--- config.mk ---
export PLATFORM = sky130hd
export DESIGN_NAME = inst_fetch_unit_flat
export DESIGN_NICKNAME = d
export VERILOG_FILES = /design/src/rtl/inst_fetch_unit_pkg.sv /design/src/rtl/inst_fetch_unit_if.sv /design/src/rtl/inst_fetch_unit_ifu_fifo.sv /design/src/rtl/inst_fetch_unit.sv /design/src/flat_wrapper.sv
export SDC_FILE = /design/constraint.sdc
export NUM_CORES = 1
export LEC_CHECK = 0
export CORE_MARGIN = 1.5
export CORE_UTILIZATION = 45
export CTS_CLUSTER_DIAMETER = 30
export DETAILED_ROUTE_END_ITERATION = 7
export PLACE_DENSITY = 0.65
export SYNTH_ARGS = -nofsm -noshare
export SYNTH_HDL_FRONTEND = slang
export SYNTH_SLANG_ARGS = --single-unit
--- constraint.sdc ---
create_clock -name clk -period 6.7 [get_ports clk]
set_clock_uncertainty 0.15 [all_clocks]
set_input_delay 1.005 -clock clk [delete_from_list [all_inputs] [get_ports clk]]
set_output_delay 1.005 -clock clk [all_outputs]
set_load 0.005 [all_outputs]
--- src/rtl/inst_fetch_unit_pkg.sv ---
// -----------------------------------------------------------------------------
// inst_fetch_unit_pkg
// Shared constants and types for the instruction fetch unit and its prefetch
// FIFO. Defines the zero/NOP instruction word, the PC increment, address and
// instruction widths, the alignment mask, the buffered entry layout and the
// fetch-state enum.
// Ports: none (package).
// Optional feature macro used by the top: IFU_PERF_CNT_EN.
// -----------------------------------------------------------------------------
package inst_fetch_unit_pkg;

  localparam int ADDR_W = 32;
  localparam int INST_W = 32;

  // Word presented to decode when nothing is buffered
  localparam logic [INST_W-1:0] NOP_INST = '0;

  // Byte distance between consecutive instruction words
  localparam logic [ADDR_W-1:0] PC_INCR = 32'd4;

  // Clears the two byte-offset bits so every fetch is word aligned
  localparam logic [ADDR_W-1:0] ADDR_ALIGN_MASK = 32'hFFFF_FFFC;

  // One prefetch entry: PC in the upper half, instruction in the lower half
  typedef struct packed {
    logic [ADDR_W-1:0] pc;
    logic [INST_W-1:0] inst;
  } fetch_entry_t;

  localparam int ENTRY_W = $bits(fetch_entry_t);

  // The fetcher idles for exactly one edge after reset release, then runs
  typedef enum logic {
    FETCH_IDLE = 1'b0,
    FETCH_RUN  = 1'b1
  } fetch_state_e;

  // Word-aligns an arbitrary byte address
  function automatic logic [ADDR_W-1:0] alignWord(input logic [ADDR_W-1:0] addr);
    return addr & ADDR_ALIGN_MASK;
  endfunction

endpackage

--- src/rtl/inst_fetch_unit_if.sv ---
// -----------------------------------------------------------------------------
// inst_fetch_unit_if
// Bundles the fetch unit's ROM port, redirect inputs and decode handshake.
// Modport master is the fetch unit itself; modport slave is its environment
// (ROM, execute redirect logic and the decode stage).
//   rom_en_o / rom_addr_o   fetch request and word-aligned byte address
//   rom_inst_i              same-cycle combinational instruction word
//   jump_en_i / jump_addr_i redirect request and target byte address
//   inst_valid_o / inst_ready_i  decode handshake
//   inst_o / inst_pc_o      head instruction word and its PC
// -----------------------------------------------------------------------------
interface inst_fetch_unit_if;

  logic        rom_en_o;
  logic [31:0] rom_addr_o;
  logic [31:0] rom_inst_i;
  logic        jump_en_i;
  logic [31:0] jump_addr_i;
  logic        inst_valid_o;
  logic        inst_ready_i;
  logic [31:0] inst_o;
  logic [31:0] inst_pc_o;

  modport master (
    output rom_en_o,
    output rom_addr_o,
    input  rom_inst_i,
    input  jump_en_i,
    input  jump_addr_i,
    output inst_valid_o,
    input  inst_ready_i,
    output inst_o,
    output inst_pc_o
  );

  modport slave (
    input  rom_en_o,
    input  rom_addr_o,
    output rom_inst_i,
    output jump_en_i,
    output jump_addr_i,
    input  inst_valid_o,
    output inst_ready_i,
    input  inst_o,
    input  inst_pc_o
  );

endinterface

--- src/rtl/inst_fetch_unit_ifu_fifo.sv ---
// -----------------------------------------------------------------------------
// ifu_fifo
// Synchronous circular-buffer FIFO used as the fetch unit's prefetch buffer.
// Flush has priority over push and pop. Push while full and pop while empty
// are ignored. data_o shows the raw head slot; callers gate it with count/empty.
// Ports:
//   clk, rst_n       clock and asynchronous active-low reset
//   flush_i          discard all entries (pointers and count to zero)
//   push_i, data_i   write an entry
//   pop_i            advance the head
//   data_o           head entry
//   count_o          number of stored entries (0..DEPTH)
//   full_o, empty_o  registered status flags
// -----------------------------------------------------------------------------
module ifu_fifo #(
  parameter int WIDTH = 64,
  parameter int DEPTH = 4
) (
  input  logic                     clk,
  input  logic                     rst_n,
  input  logic                     flush_i,
  input  logic                     push_i,
  input  logic                     pop_i,
  input  logic [WIDTH-1:0]         data_i,
  output logic [WIDTH-1:0]         data_o,
  output logic [$clog2(DEPTH):0]   count_o,
  output logic                     full_o,
  output logic                     empty_o
);

  localparam int PTR_W = $clog2(DEPTH);
  localparam int CNT_W = $clog2(DEPTH) + 1;

  logic [WIDTH-1:0] mem_q [DEPTH];
  logic [PTR_W-1:0] wrPtr_q, wrPtr_d;
  logic [PTR_W-1:0] rdPtr_q, rdPtr_d;
  logic [CNT_W-1:0] count_q, count_d;
  logic             doPush;
  logic             doPop;

  assign full_o  = (count_q == CNT_W'(DEPTH));
  assign empty_o = (count_q == '0);
  assign count_o = count_q;
  assign data_o  = mem_q[rdPtr_q];

  // A flush swallows any push or pop requested in the same cycle
  assign doPush = push_i & ~full_o  & ~flush_i;
  assign doPop  = pop_i  & ~empty_o & ~flush_i;

  // Next-state pointers and occupancy; DEPTH is a power of two so the
  // pointers wrap on their natural overflow
  always_comb begin
    wrPtr_d = wrPtr_q;
    rdPtr_d = rdPtr_q;
    count_d = count_q;
    if (flush_i) begin
      wrPtr_d = '0;
      rdPtr_d = '0;
      count_d = '0;
    end else begin
      if (doPush) wrPtr_d = wrPtr_q + PTR_W'(1);
      if (doPop)  rdPtr_d = rdPtr_q + PTR_W'(1);
      case ({doPush, doPop})
        2'b10:   count_d = count_q + CNT_W'(1);
        2'b01:   count_d = count_q - CNT_W'(1);
        default: count_d = count_q;
      endcase
    end
  end

  // Pointer and count registers
  always_ff @(posedge clk or negedge rst_n) begin
    if (!rst_n) begin
      wrPtr_q <= '0;
      rdPtr_q <= '0;
      count_q <= '0;
    end else begin
      wrPtr_q <= wrPtr_d;
      rdPtr_q <= rdPtr_d;
      count_q <= count_d;
    end
  end

  // Storage array; contents need no reset because reads are gated by count
  always_ff @(posedge clk) begin
    if (doPush) begin
      mem_q[wrPtr_q] <= data_i;
    end
  end

endmodule

--- src/rtl/inst_fetch_unit.sv ---
// -----------------------------------------------------------------------------
// inst_fetch_unit
// Instruction-fetch initiator between the instruction ROM and the IF/ID
// register. Owns the fetch PC, issues one ROM read per cycle while the
// prefetch buffer has room, captures the same-cycle ROM word together with its
// PC, and hands entries to decode over a valid/ready handshake. A redirect
// flushes the buffer and restarts fetch at the word-aligned target.
// Parameters:
//   RESET_PC    fetch address after reset (word aligned)
//   FIFO_DEPTH  prefetch entries (power of two, >= 2)
// Ports:
//   clk, rst_n  clock and asynchronous active-low reset
//   ifc         inst_fetch_unit_if.master (ROM port, redirect, decode handshake)
//   perf_fetch_cnt_o, perf_stall_cnt_o  only when IFU_PERF_CNT_EN is defined:
//               pushes into the buffer and cycles decode held a valid head
// -----------------------------------------------------------------------------
module inst_fetch_unit
  import inst_fetch_unit_pkg::*;
#(
  parameter logic [31:0] RESET_PC   = 32'h0000_0000,
  parameter int          FIFO_DEPTH = 4
) (
  input  logic                  clk,
  input  logic                  rst_n,
  inst_fetch_unit_if.master     ifc
`ifdef IFU_PERF_CNT_EN
  ,
  output logic [31:0]           perf_fetch_cnt_o,
  output logic [31:0]           perf_stall_cnt_o
`endif
);

  localparam int CNT_W = $clog2(FIFO_DEPTH) + 1;

  fetch_state_e      state_q;
  logic [ADDR_W-1:0] fetchPc_q, fetchPc_d;
  logic              romEn;
  logic              instValid;
  logic              fifoFull;
  logic              fifoEmpty;
  logic [CNT_W-1:0]  fifoCount;
  logic              headLive;
  fetch_entry_t      pushEntry;
  fetch_entry_t      headEntry;

  // Fetch only when running, not redirecting and the registered count says
  // there is room. A pop in the same cycle deliberately does not open a slot,
  // keeping decode's ready off the path to the ROM enable.
  assign romEn     = (state_q == FETCH_RUN) & ~fifoFull & ~ifc.jump_en_i;
  assign instValid = ~fifoEmpty & ~ifc.jump_en_i;
  assign headLive  = (fifoCount != '0);

  assign pushEntry.pc   = fetchPc_q;
  assign pushEntry.inst = ifc.rom_inst_i;

  assign ifc.rom_en_o     = romEn;
  assign ifc.rom_addr_o   = fetchPc_q;
  assign ifc.inst_valid_o = instValid;
  assign ifc.inst_o       = headLive ? headEntry.inst : NOP_INST;
  assign ifc.inst_pc_o    = headLive ? headEntry.pc   : '0;

  // Redirect wins over sequential advance; low address bits of the target
  // are dropped rather than faulted
  always_comb begin
    fetchPc_d = fetchPc_q;
    if (ifc.jump_en_i) begin
      fetchPc_d = alignWord(ifc.jump_addr_i);
    end else if (romEn) begin
      fetchPc_d = fetchPc_q + PC_INCR;
    end
  end

  // Fetch state machine: one idle edge after reset release, then run;
  // the PC register moves alongside it
  always_ff @(posedge clk or negedge rst_n) begin
    if (!rst_n) begin
      state_q   <= FETCH_IDLE;
      fetchPc_q <= RESET_PC;
    end else begin
      case (state_q)
        FETCH_IDLE: state_q <= FETCH_RUN;
        FETCH_RUN:  state_q <= FETCH_RUN;
        default:    state_q <= FETCH_IDLE;
      endcase
      fetchPc_q <= fetchPc_d;
    end
  end

  // Prefetch buffer; a redirect flushes it and blocks push/pop that cycle
  ifu_fifo #(
    .WIDTH (ENTRY_W),
    .DEPTH (FIFO_DEPTH)
  ) u_fifo (
    .clk     (clk),
    .rst_n   (rst_n),
    .flush_i (ifc.jump_en_i),
    .push_i  (romEn),
    .pop_i   (instValid & ifc.inst_ready_i),
    .data_i  (pushEntry),
    .data_o  (headEntry),
    .count_o (fifoCount),
    .full_o  (fifoFull),
    .empty_o (fifoEmpty)
  );

`ifdef IFU_PERF_CNT_EN
  logic [31:0] perfFetchCnt_q;
  logic [31:0] perfStallCnt_q;

  // Free-running wrap-around counters of buffer pushes and decode stalls
  always_ff @(posedge clk or negedge rst_n) begin
    if (!rst_n) begin
      perfFetchCnt_q <= '0;
      perfStallCnt_q <= '0;
    end else begin
      if (romEn) perfFetchCnt_q <= perfFetchCnt_q + 32'd1;
      if (instValid & ~ifc.inst_ready_i) perfStallCnt_q <= perfStallCnt_q + 32'd1;
    end
  end

  assign perf_fetch_cnt_o = perfFetchCnt_q;
  assign perf_stall_cnt_o = perfStallCnt_q;
`endif

endmodule

--- src/flat_wrapper.sv ---
// flat-port wrapper written by rule: the top's interface ports become plain ports
module inst_fetch_unit_flat import inst_fetch_unit_pkg::*;
#(
  parameter logic [31:0] RESET_PC   = 32'h0000_0000,
  parameter int          FIFO_DEPTH = 4
)
  (clk, rst_n, ifc_rom_en_o, ifc_rom_addr_o, ifc_rom_inst_i, ifc_jump_en_i, ifc_jump_addr_i, ifc_inst_valid_o, ifc_inst_ready_i, ifc_inst_o, ifc_inst_pc_o);
  inst_fetch_unit_if ifc_i ();
  input  logic clk;
  input  logic rst_n;
  output wire logic [$bits(ifc_i.rom_en_o)-1:0] ifc_rom_en_o;
  output wire logic [$bits(ifc_i.rom_addr_o)-1:0] ifc_rom_addr_o;
  input wire logic [$bits(ifc_i.rom_inst_i)-1:0] ifc_rom_inst_i;
  input wire logic [$bits(ifc_i.jump_en_i)-1:0] ifc_jump_en_i;
  input wire logic [$bits(ifc_i.jump_addr_i)-1:0] ifc_jump_addr_i;
  output wire logic [$bits(ifc_i.inst_valid_o)-1:0] ifc_inst_valid_o;
  input wire logic [$bits(ifc_i.inst_ready_i)-1:0] ifc_inst_ready_i;
  output wire logic [$bits(ifc_i.inst_o)-1:0] ifc_inst_o;
  output wire logic [$bits(ifc_i.inst_pc_o)-1:0] ifc_inst_pc_o;
  assign ifc_rom_en_o = ifc_i.rom_en_o;
  assign ifc_rom_addr_o = ifc_i.rom_addr_o;
  assign ifc_i.rom_inst_i = ifc_rom_inst_i;
  assign ifc_i.jump_en_i = ifc_jump_en_i;
  assign ifc_i.jump_addr_i = ifc_jump_addr_i;
  assign ifc_inst_valid_o = ifc_i.inst_valid_o;
  assign ifc_i.inst_ready_i = ifc_inst_ready_i;
  assign ifc_inst_o = ifc_i.inst_o;
  assign ifc_inst_pc_o = ifc_i.inst_pc_o;
  inst_fetch_unit #(.RESET_PC(RESET_PC), .FIFO_DEPTH(FIFO_DEPTH)) u_core (.clk(clk), .rst_n(rst_n), .ifc(ifc_i));
endmodule
# Word-level counts from Yosys, hierarchy flattened
# Memory sizes are Yosys's and may differ from the RTL's.
# Index checks and enable logic that the tools add are counted.
# word_totals
wordCells	43
register_bits	40
mem_bits_rw	256
inputBits	68
memories	1
output_inout_bits	98
# op_classes
muxes	12
n_reduce_logical	6
n_eq_ne	3
bitwise	11
addsub	5
# mem_list
memory	words	width	read_ports	rd_ports_with_merged_regs	write_ports	line_no	rtl
u_core.u_fifo.mem_q	4	64	1	0	1	inst_fetch_unit_ifu_fifo.sv:34	logic [WIDTH-1:0] mem_q [DEPTH];
# op_table
cell	count
two-way mux 32 bit	4
adder 32 x 3 -> 32 bit (second input constant)	1
AND 1 bit	8
two-way mux 2 bit	4
one-hot mux 3 bit (2 select lines)	1
nonzero test 2 bit	3
nonzero test 3 bit	2
adder 2 x 1 -> 2 bit (second input constant)	2
adder 3 x 1 -> 3 bit (second input constant)	1
equality test 3 bit (second input constant)	1
logical NOT 3 bit	1
two-way mux 3 bit	1
inverter 1 bit	3
subtractor 3 x 1 -> 3 bit (second input constant)	1
equality test 2 x 1 -> 1 bit (second input constant)	1
equality test 2 bit (second input constant)	1
two-way mux 1 bit	2

# Depth between registers and ports, before layout
# Gate-level depths: netlist of the first run.
# logic_depth
depth_word	9
mapped_depth	8
depth_no_buf	6

# Modules after synthesis
# A second synthesis of the first run with hierarchy kept.
# unflattened
cells_unflattened	679
hier_area_um2	12085.3
# by_module_without_submodules
module	area_each_um2	n_inst	seq_area_each_um2	cells_each
ifu_fifo	9785.6	1	7862.5	398
inst_fetch_unit	2299.7	1	775.7	281

# Worst setup path after synthesis of the first run
# Ideal clock, no wire load.
# synth_timing
path_type	input to register
from	in ifc_jump_en_i
to	mem u_core.u_fifo.mem_q[0][0], enable pin
path_buffers	1
stages	3
setup_slack_ns	3.202
arrival_ns	2.922
required_time_ns	6.124
setup_ns	0.426
cell_sequence	clkbuf_1 -> nor2_1 -> and2_1
# synth_via
elab_chain_len	6
# synth_rtl
item	line_no	rtl
start: declaration	flat_wrapper.sv:14	input wire logic [$bits(ifc_i.jump_en_i)-1:0] ifc_jump_en_i;
inverter 1 bit	inst_fetch_unit.sv:49	assign romEn = (state_q == FETCH_RUN) & ~fifoFull & ~ifc.jump_en_i;
AND 1 bit	inst_fetch_unit.sv:49	
via ifc_rom_en_o	flat_wrapper.sv:11	output wire logic [$bits(ifc_i.rom_en_o)-1:0] ifc_rom_en_o;
AND 1 bit (2 in a row)	inst_fetch_unit_ifu_fifo.sv:47	assign doPush = push_i & ~full_o & ~flush_i;
two-way mux 1 bit	inst_fetch_unit_ifu_fifo.sv:86	if (doPush) begin
two-way mux 1 bit (implied by the code)	inst_fetch_unit_ifu_fifo.sv:87	mem_q[wrPtr_q] <= data_i;
end: declaration	inst_fetch_unit_ifu_fifo.sv:34	
# The timed path passes the listed nets, and every way through them passes these cells.

# Worst setup path in the final report of the first run
# layout_timing
from	reg u_core.u_fifo.rdPtr_q[0]
to	out ifc_inst_pc_o[16]
# layout_via
elab_chain_len	2
# layout_rtl
item	line_no	rtl
start: declaration	inst_fetch_unit_ifu_fifo.sv:36	logic [PTR_W-1:0] rdPtr_q, rdPtr_d;
start signal: assignment	inst_fetch_unit_ifu_fifo.sv:79	rdPtr_q <= rdPtr_d;
memory (4 x 64 bit)	--	
two-way mux 32 bit	inst_fetch_unit.sv:60	assign ifc.inst_pc_o = headLive ? headEntry.pc : '0;
end: declaration	flat_wrapper.sv:19	output wire logic [$bits(ifc_i.inst_pc_o)-1:0] ifc_inst_pc_o;
# Every way passes these cells.

==> qor.yml, run 1 <==
fmax_ghz: 0.223
routed_wirelength_mm: 25.6
cp.arrival_ns: 3.33
finalHoldViolations: 0
fin_setup_tns_ns: 0
die_height_um: 165
crit_fanout: 45
worst_pin_slew_ns: 1.08
hp-class: "flop to flop"
dr.pass1.iters: 4
root_buffer: "clkbuf_16"
start_util: 0.462
ys_warn_count: 0
critPathKind: "flop to primary output"
cp_top_family: "flip-flops"
dp.cells: 1126
p_sw_w: 0.00151
maxCapViolCount: 0
synthesis.area_um2: 11700
cts_setup_buffers: 0
dp_hpwl_mm: 14.7
htree_levels: 2
p_clk_frac: 0.420
fin_cells: 1215
finalSetupViolCount: 0
ant_nets: 0
r2r_start: "u_core.u_fifo.count_o[0]"
antenna_cells: 0
clock_latency_ns: 0.53
clk_pin_slew_ns: 0.05
cp_slowest_cell: "dfrtp_4"
nets: 922
io_buffers: 159
antenna_found_initial: 0
r2r_cells: 4
p_seq_frac: 0.375
finalMaxSlewViolations: 0
async_reset_ff_frac: 0.133
relSlewSlack: 0.282
final.min_clock_period_ns: 4.48
switching_share: 0.252
total_power_w: 0.00600
ys_seq_elements: 286
clkSinkCount: 286
pwr_density_cell_nw_per_um2: 392
min_period_over_period: 0.669
synth_edf_count: 248
yosysSeqAreaShare: 0.715
vias_per_cell: 5.59
reg2reg_to: "u_core.u_fifo.mem_q[3][25]"
cts_tree: "built"
drive_gt1_frac: 0.185
p_int_w: 0.00449
worstPathRequired_ns: 5.54
die_x_um: 165
critPathLaunchType: "flop"
vias: 6793
critPathMaxStageDelay_ns: 1.06
yosys_most_used_dff: "edfxtp_1"
min_from: "u_core.ifc.rom_addr_o[30]"
rsz0062_at_grt: "no"
ios: 166
leakage_nw: 5.00
numCtsBuffers: 50
pwr-share-comb: 0.204
core_area_um2: 25400
min_path_cells: 0
clock_path_buffers: 3
grt_pass1_vias: 7097
drcViolationCount: 0
peakVddDrop_mv: 0.199
path_depth: 4
place.gp.congestion: 0.779
grt.overflow.total: 0
syn_avg_cell_area_um2: 17.5
wire_per_inst_um: 21.1
outcome: "complete, no violations"
yosysUniqueCellTypes: 48
grt_use_total: 0.195
syn-instance-count: 672
min_to: "u_core.u_fifo.mem_q[1][62]"
area_growth_pct: 30.5
num_rows: 58
die-area_um2: 27100
cp-end-kind: "primary output"
grt_pass1_wl_mm: 39.6
grt_max_degree: 65
reg2reg_slack_ns: 3.74
crit_buf_inv: 2
post_cts_resized: 0
holdBufCountCts: 0
dr.first_iter.drc_count: 513
cp_cell_sequence: "buf_4 -> mux4_2 -> nor2b_1 -> clkdlybuf4s50_1"
[how the worst max path moves through the flow]
stage                                         from                         to
after floorplan                      ifc_jump_en_i  u_core.u_fifo.mem_q[0][0]
after global placement    u_core.u_fifo.rdPtr_q[0]          ifc_inst_pc_o[31]
after detailed placement  u_core.u_fifo.rdPtr_q[0]          ifc_inst_pc_o[31]
after CTS                 u_core.u_fifo.rdPtr_q[0]          ifc_inst_pc_o[31]
after global routing      u_core.u_fifo.rdPtr_q[0]          ifc_inst_pc_o[31]
final                     u_core.u_fifo.rdPtr_q[0]          ifc_inst_pc_o[16]
[registers in the layout, indices dropped and copies added, names as in the netlist]
register               flops
u_core.u_fifo.mem_q      248
u_core.u_fifo.wrPtr_q      2
u_core.u_fifo.rdPtr_q      2
u_core.ifc.rom_addr_o     30
u_core.u_fifo.count_o      3
u_core.state_q             1
[final cells by class]
class,count,area (um^2)
Fill cell,1906,10100
Sequential cell,286,8410
Multi-Input combinational cell,339,3140
Timing Repair Buffer,162,1610
Clock buffer,54,1300
Tap cell,330,413
Clock inverter,35,412
Inverter,9,33.8
[cell usage after synthesis (all sizes together), types with 2 or more instances]
cell type,number,share of area
mux4,62,0.12
buf,17,0.0085
xor2,2,0.0015
nand3,11,0.0051
nor2b,62,0.033
edfxtp,248,0.63
nand2b,5,0.0027
or3,3,0.0016
a21oi,5,0.0021
inv,8,0.0026
nor4,8,0.0043
conb,2,0.00064
or4,17,0.011
and2,5,0.0027
a31oi,16,0.0085
xnor2,11,0.0082
nor3,4,0.0017
ha,5,0.0053
o21ai,13,0.0055
clkbuf,24,0.0077
o31ai,14,0.0090
dfrtp,38,0.081
and4,3,0.0022
and3,4,0.0021
or3b,2,0.0015
o31a,6,0.0045
nand4,11,0.0059
nor2,25,0.0080
nand2,27,0.0086
[cells by family (layout without fill, tap and decap cells)]
logic type      Yosys count  count (layout)  share of synthesized area
simple gates            191             191                     0.0934
xor+xnor                 13              13                    0.00970
compound gates           61              61                     0.0350
mux                      63              63                      0.120
flops                   286             286                      0.715
other cells               2               5                   0.000640
buf+inv                  50             260                     0.0191
fa+ha+maj                 6               6                    0.00703
[layer usage]
layer	share of wire	GRT usage
met5	0	0
met4	0.022	0.0651
met3	0.064	0.0374
met2	0.49	0.327
met1	0.42	0.257
[cells in the final DEF, fill, tap and decap left out, types with 3 or more instances in the layout]
master / n
edfxtp_1: 248
clkdlybuf4s50_1: 158
mux4_2: 62
nor2b_1: 62
clkbuf_16: 51
dfrtp_1: 36
nand2_1: 27
nor2_1: 25
or4_1: 16
a31oi_1: 16
o31ai_1: 14
o21ai_0: 13
xnor2_1: 11
nand4_1: 11
nand3_1: 10
clkinvlp_4: 9
inv_1: 8
nor4_1: 8
bufinv_16: 7
o31a_1: 6
clkinv_2: 6
clkinv_4: 6
nand2b_1: 5
a21oi_1: 5
ha_1: 5
conb_1: 5
inv_6: 5
and2_4: 4
and3_1: 4
clkinv_1: 3
and4_1: 3
or3_1: 3
nor3_1: 3
buf_4: 3
[per-stage QoR]
step,setup WS [ns],utilization,hold WS (ns),instance area (um^2)
floorplan,3.20,-,0.389,11800
CTS,2.07,0.603,0.441,15300
global placement,2.64,0.536,0.405,13600
finish,2.22,0.603,0.452,15300
detailed placement,2.64,0.536,0.428,13600
global route,1.93,0.603,0.491,15300
[worst register-to-register path, cell delays in order (launching register included)]
cell and delay [ns]:
dfrtp_1 0.52, or3b_2 0.29, nand2_1 0.24, nor2_1 0.42, and2_4 0.91
[power by group through the flow]
stage / Clock [W] / Sequential, W / Combinational [W]
after floorplan: 0 / 0.00216 / 0.000711
after global placement: 0 / 0.00228 / 0.00123
after detailed placement: 0 / 0.00229 / 0.00125
after CTS: 0.00256 / 0.00226 / 0.00126
after global routing: 0.00264 / 0.00228 / 0.00133
final: 0.00252 / 0.00225 / 0.00123
No activity file was read; power rests on OpenSTA's default activity.
==> run 2: changes to the inputs <==
--- a/config.mk
+++ b/config.mk
@@ -9,7 +9,7 @@
 export CORE_UTILIZATION = 45
 export CTS_CLUSTER_DIAMETER = 30
 export DETAILED_ROUTE_END_ITERATION = 7
-export PLACE_DENSITY = 0.65
+export PLACE_DENSITY = 0.67
 export SYNTH_ARGS = -nofsm -noshare
 export SYNTH_HDL_FRONTEND = slang
 export SYNTH_SLANG_ARGS = --single-unit
==> constraint.sdc (replaced) <==
create_clock -name clk -period 3.7 [get_ports clk]
set_clock_uncertainty 0.15 [all_clocks]
set_input_delay 0.555 -clock clk [delete_from_list [all_inputs] [get_ports clk]]
set_output_delay 0.555 -clock clk [all_outputs]
set_load 0.005 [all_outputs]
==> run 2 against run 1 <==
  * Sequential power up 76%
  * Clock power increased by 120%
  * Core utilization rose by 2.4 points
  * Hold slack worse by 0.029 ns
  * Global-route usage increased by 0.40 points
  * Clock-buffer cell count grew 14
  * Non-clock buffer count grew 12
  * Largest cell class unchanged
  * Sequential cell count did not move
  * First-iteration DRC count decreased by 18%
  * Critical endpoint is now ifc_inst_pc_o[15]
  * Final cell count grew 3.1%
==> qor.yml, run 2 (synthesis gave the netlist of run 1 again) <==
outcome: "complete, no violations"
place.gp.congestion: 0.797
clkSinkCount: 286
grt.overflow.total: 0
dr.first_iter.drc_count: 421
rsz0062_at_grt: "no"
die_x_um: 165
maxCapViolCount: 0
leakage_nw: 5.29
p_clk_frac: 0.464
nets: 945
antenna_found_initial: 1
grt_use_total: 0.199
p_sw_w: 0.00295
reg2reg_to: "u_core.u_fifo.mem_q[2][40]"
worstPathRequired_ns: 2.99
routed_wirelength_mm: 26.4
clock_latency_ns: 0.56
vias_per_cell: 5.54
critPathKind: "flop to primary output"
p_seq_frac: 0.333
final.min_clock_period_ns: 3.48
ant_nets: 0
p_int_w: 0.00892
pwr_density_cell_nw_per_um2: 746
grt_max_degree: 65
mostFrequentLayoutCells: "edfxtp_1, clkdlybuf4s50_1, mux4_2, nor2b_1, clkbuf_16"
peakVddDrop_mv: 0.407
drcViolationCount: 0
fin_setup_tns_ns: 0
crit_start: "u_core.u_fifo.rdPtr_q[1]"
hp-class: "input port to flop"
cp.arrival_ns: 2.78
worst_pin_slew_ns: 1.00
final_cell_area_um2: 15900
grt_pass1_vias: 7342
die-area_um2: 27100
num_rows: 58
largest_register_ffs: 248
drive_gt1_frac: 0.208
grt_pass1_wl_mm: 40.6
switching_share: 0.248
crit_fanout: 64
min_period_over_period: 0.941
dr.pass1.iters: 6
dp_hpwl_mm: 15.6
min_from: "ifc_jump_addr_i[23]"
numCtsBuffers: 61
critPathLaunchType: "flop"
finalSetupViolCount: 0
vias: 6940
final_common_cell: "edfxtp_1"
area_growth_pct: 35.6
die_height_um: 165
core_area_um2: 25400
finalMaxSlewViolations: 0
endpoint: "ifc_inst_pc_o[15]"
root_buffer: "clkbuf_16"
r2r_cells: 5
finalHoldViolations: 0
ios: 166
cp-end-kind: "primary output"
htree_levels: 2
top_register: "u_core.u_fifo.mem_q"
clk_pin_slew_ns: 0.05
reg2reg_slack_ns: 0.82
fmax_ghz: 0.287
relSlewSlack: 0.330
start_util: 0.462
r2r_start: "u_core.u_fifo.count_o[0]"
cts_tree: "built"
clock_path_buffers: 3
post_cts_resized: 0
wire_per_inst_um: 21.0
io_buffers: 159
pwr-share-comb: 0.203
place_area_um2: 13800
run 2: cell count changes in the layout (fill, tap and decap cells not counted), moves of 3 or more:
cell / change
buf_4: +4
clkinv_1: +3
bufinv_16: +3
clkbuf_1: +4
buf_12: +7
clkbuf_16: +11
run 2: metal layers:
metal	vias to the layer above	part of all wire	global-route usage
li1	3101	-	-
met1	3533	0.41	0.255
met2	263	0.50	0.338
met3	43	0.065	0.0442
met4	0	0.020	0.0659
met5	-	0	0
run 2: worst min path at each step:
| stage | end | cells past startpoint |
|---|---|---|
| final | u_core.ifc.rom_addr_o[23] | 3 |
| after global placement | u_core.u_fifo.wrPtr_q[1] | 2 |
| after global routing | u_core.ifc.rom_addr_o[6] | 3 |
| after floorplan | u_core.ifc.rom_addr_o[10] | 0 |
| after CTS | u_core.ifc.rom_addr_o[23] | 3 |
| after detailed placement | u_core.u_fifo.wrPtr_q[1] | 2 |
run 2: final cells by class:
type / instances / area, um^2
fill: 1822 / 9480
sequential: 286 / 8410
multi-input combinational: 339 / 3140
timing repair buffer: 174 / 1790
clock buffer: 68 / 1570
clock inverter: 45 / 558
tap: 330 / 413
inverter: 9 / 33.8
antenna: 2 / 5.00
run 2: stage by stage:
stage               cells  total power [W]  setup WS [ns]  hold slack (ns)   util
floorplan             675          0.00520          0.337            0.109      -
global placement     1137          0.00642          0.771            0.402  0.542
detailed placement   1137          0.00647          0.717            0.422  0.542
CTS                  1251           0.0120          0.165            0.391  0.627
global route         1251           0.0124         0.0511            0.430  0.627
finish               1253           0.0119          0.220            0.424  0.627
run 2: critical path: stages (launching register included):
cell	delay, ns
dfrtp_4	1.09
mux4_2	0.39
nor2b_1	0.19
clkdlybuf4s50_1	0.52
run 2: power groups by stage:
stage / clock [W] / combinational (W) / sequential, W
3_3_place_gp: 0 / 0.00243 / 0.00399
3_5_place_dp: 0 / 0.00245 / 0.00401
4_1_cts: 0.00559 / 0.00247 / 0.00396
5_1_grt: 0.00576 / 0.00262 / 0.00398
2_1_floorplan: 0 / 0.00129 / 0.00391
6_report: 0.00551 / 0.00241 / 0.00396
run 2: what timing repair did:
action	CTS	global route
endpoints found under the setup margin	0	0
endpoints found under the hold margin	24	0
setup buffers	0	0
hold buffers	1	0
==> run 3: changes to the inputs <==
--- a/config.mk
+++ b/config.mk
@@ -5,6 +5,7 @@
 export SDC_FILE = /design/constraint.sdc
 export NUM_CORES = 1
 export LEC_CHECK = 0
+export CORE_ASPECT_RATIO = 0.75
 export CORE_MARGIN = 1.5
 export CORE_UTILIZATION = 45
 export CTS_CLUSTER_DIAMETER = 30
@@ -12,4 +13,5 @@
 export PLACE_DENSITY = 0.67
 export SYNTH_ARGS = -nofsm -noshare
 export SYNTH_HDL_FRONTEND = slang
+export SYNTH_HIERARCHICAL = 1
 export SYNTH_SLANG_ARGS = --single-unit
==> run 3 against run 2 <==
  * Power shrank 24%
  * Via count grew 1.1%
  * Largest cell class unchanged
  * Critical endpoint is now ifc_rom_en_o
  * Largest power group unchanged
  * Clock-buffer cell count shrank 10
  * Highest routed layer unchanged
==> qor.yml, run 3 <==
outcome: "complete, no violations"
cp.arrival_ns: 2.73
ys_seq_elements: 294
fin_setup_tns_ns: 0
ant_nets: 0
min_path_cells: 3
io_buffers: 161
reg2reg_to: "u_core/u_fifo/mem_q[0][26]"
peakVddDrop_mv: 0.424
dr.pass1.iters: 5
r2r_start: "u_core/u_fifo/count_o[1]"
ios: 166
grt_pass1_vias: 7412
leakage_nw: 5.27
yosysTopAreaCell: "edfxtp_1"
reg2reg_slack_ns: 0.36
synth_edf_count: 256
total_power_w: 0.00903
pwr-share-comb: 0.057
rsz0062_at_grt: "no"
crit_fanout: 10
vias_per_cell: 5.54
relSlewSlack: 0.420
grt_use_total: 0.196
fmax_ghz: 0.291
synthesis.area_um2: 12100
grt_pass1_wl_mm: 41.7
crit_start: "u_core/u_fifo/count_o[1]"
finalMaxSlewViolations: 0
clock_path_buffers: 3
hp-class: "input port to flop"
synth_area_leaders: "edfxtp_1, mux4_2, dfrtp_1"
min_period_over_period: 0.928
clk_pin_slew_ns: 0.05
fin_ws_ns: 0.267
drcViolationCount: 0
syn-instance-count: 679
busiest_layer: "met2"
vias: 7019
wire_per_inst_um: 21.2
grt.overflow.total: 0
p_seq_frac: 0.422
routed_wirelength_mm: 26.9
numCtsBuffers: 49
ys_warn_count: 6
num_rows: 51
die-area_um2: 27900
drive_gt1_frac: 0.202
largest_register_ffs: 256
die_height_um: 145
die_x_um: 192
p_sw_w: 0.00190
pwr_density_cell_nw_per_um2: 567
clock_latency_ns: 0.55
core_area_um2: 26200
grt_max_degree: 49
critPathKind: "flop to primary output"
cts_setup_buffers: 0
endpoint: "ifc_rom_en_o"
yosysMostFrequentCell: "edfxtp_1"
cp-end-kind: "primary output"
grt.met3_usage: 0.0428
p_clk_frac: 0.521
gr-usage-met2: 0.300
dp.cells: 1175
nets: 957
finalSetupViolCount: 0
start_util: 0.462
synthTopCellsByCount: "edfxtp_1, nor2b_1, mux4_2, dfrtp_1, nand2_1"
pre_cts_ws_ns: 0.451
finalHoldViolations: 0
root_buffer: "clkbuf_16"
top_register: "u_core/u_fifo/mem_q"
cts_tree: "built"
final_common_cell: "edfxtp_1"
yosysSeqAreaShare: 0.715
p_int_w: 0.00713
antenna_found_initial: 0
htree_levels: 2
num-fill-cells: 1924
r2r_cells: 7
syn_avg_cell_area_um2: 17.8
critPathLaunchType: "flop"
synth_top_area_frac: 0.636
worstPathRequired_ns: 2.99
dr.first_iter.drc_count: 421
switching_share: 0.210
final.min_clock_period_ns: 3.43
maxCapViolCount: 0
yosys_most_used_dff: "edfxtp_1"
place.gp.congestion: 0.851
clkSinkCount: 294
yosysUniqueCellTypes: 56
mostFrequentLayoutCells: "edfxtp_1, clkdlybuf4s50_1, nor2b_1, mux4_2, clkbuf_16"
grt_util_met1: 0.286
antenna_cells: 0
worst_pin_slew_ns: 0.869
fin_cells: 1268
area_growth_pct: 31.9
async_reset_ff_frac: 0.129
post_cts_resized: 0
dp_hpwl_mm: 16.8
run 3: changes by cell type after synthesis, sizes merged, moves of 4 or more:
cell,change
clkbuf,-8
edfxtp,+8
o21ai,+6
buf,+5
a31oi,-4
nand4,-4
nor2,-4
nor4,-4
o31ai,-4
or4,-4
run 3: worst min-delay path by stage:
stage | start | slack (ns) | endpoint
after global placement | u_core/u_fifo/wrPtr_q[1] | 0.41 | u_core/u_fifo/wrPtr_q[1]
after detailed placement | u_core/u_fifo/wrPtr_q[1] | 0.43 | u_core/u_fifo/wrPtr_q[1]
after global routing | ifc_jump_addr_i[21] | 0.44 | u_core/ifc.rom_addr_o[21]
final | ifc_jump_addr_i[3] | 0.43 | u_core/ifc.rom_addr_o[3]
after CTS | ifc_jump_addr_i[3] | 0.42 | u_core/ifc.rom_addr_o[3]
after floorplan | rst_n | 0.11 | u_core/ifc.rom_addr_o[10]
run 3: final cells by class:
class | count | area [um^2] | area share
Sequential cell | 294 | 8650 | 0.542
Multi-Input combinational cell | 346 | 3200 | 0.201
Timing Repair Buffer | 184 | 1870 | 0.117
Clock buffer | 58 | 1360 | 0.0855
Tap cell | 344 | 430 | 0.0270
Clock inverter | 34 | 395 | 0.0248
Inverter | 8 | 30.0 | 0.00188
run 3: power groups by stage:
stage / Sequential (W) / Combinational, W / Clock, W
2_1_floorplan: 0.00384 / 0.000207 / 0
3_3_place_gp: 0.00387 / 0.000503 / 0
3_5_place_dp: 0.00388 / 0.000514 / 0
4_1_cts: 0.00382 / 0.000519 / 0.00478
5_1_grt: 0.00383 / 0.000557 / 0.00494
6_report: 0.00382 / 0.000514 / 0.00470
run 3: layer usage:
layer	wire length, um	share of wire	vias to the layer above
li1	-	-	3107
met5	0	0	-
met4	482	0.018	0
met2	12500	0.46	295
met1	11900	0.44	3567
met3	1960	0.073	50
run 3: cell families after synthesis:
family                   after synthesis  synth area share
XOR/XNOR                              15            0.0109
adder cells (fa/ha/maj)                6           0.00683
AO/OA/AOI/OAI                         60            0.0325
AND/OR/NAND/NOR                      188            0.0893
multiplexers                          66             0.121
other                                  2          0.000621
flip-flops                           294             0.715
buffers and inverters                 48            0.0241
run 3: timing repair:
| action | in CTS | in global routing |
|---|---|---|
| hold buffers | 1 | 0 |
| setup endpoints to repair | 0 | 0 |
| endpoints found under the hold margin | 18 | 0 |
run 3: per-stage QoR:
step	utilization	cell area (um^2)	hold slack, ns
after floorplan	-	12100	0.109
after global placement	0.542	14200	0.411
after detailed placement	0.542	14200	0.434
after CTS	0.609	15900	0.418
after global routing	0.609	15900	0.438
final	0.609	15900	0.429
run 3: worst max-delay path, cell delays in order, from the launching register on:
cell and delay, ns:
dfrtp_1 0.55, nand2b_1 0.21, nor2_1 0.10, nor2b_1 0.34, and2_1 0.30, buf_4 0.20
clkdlybuf4s50_1 0.51
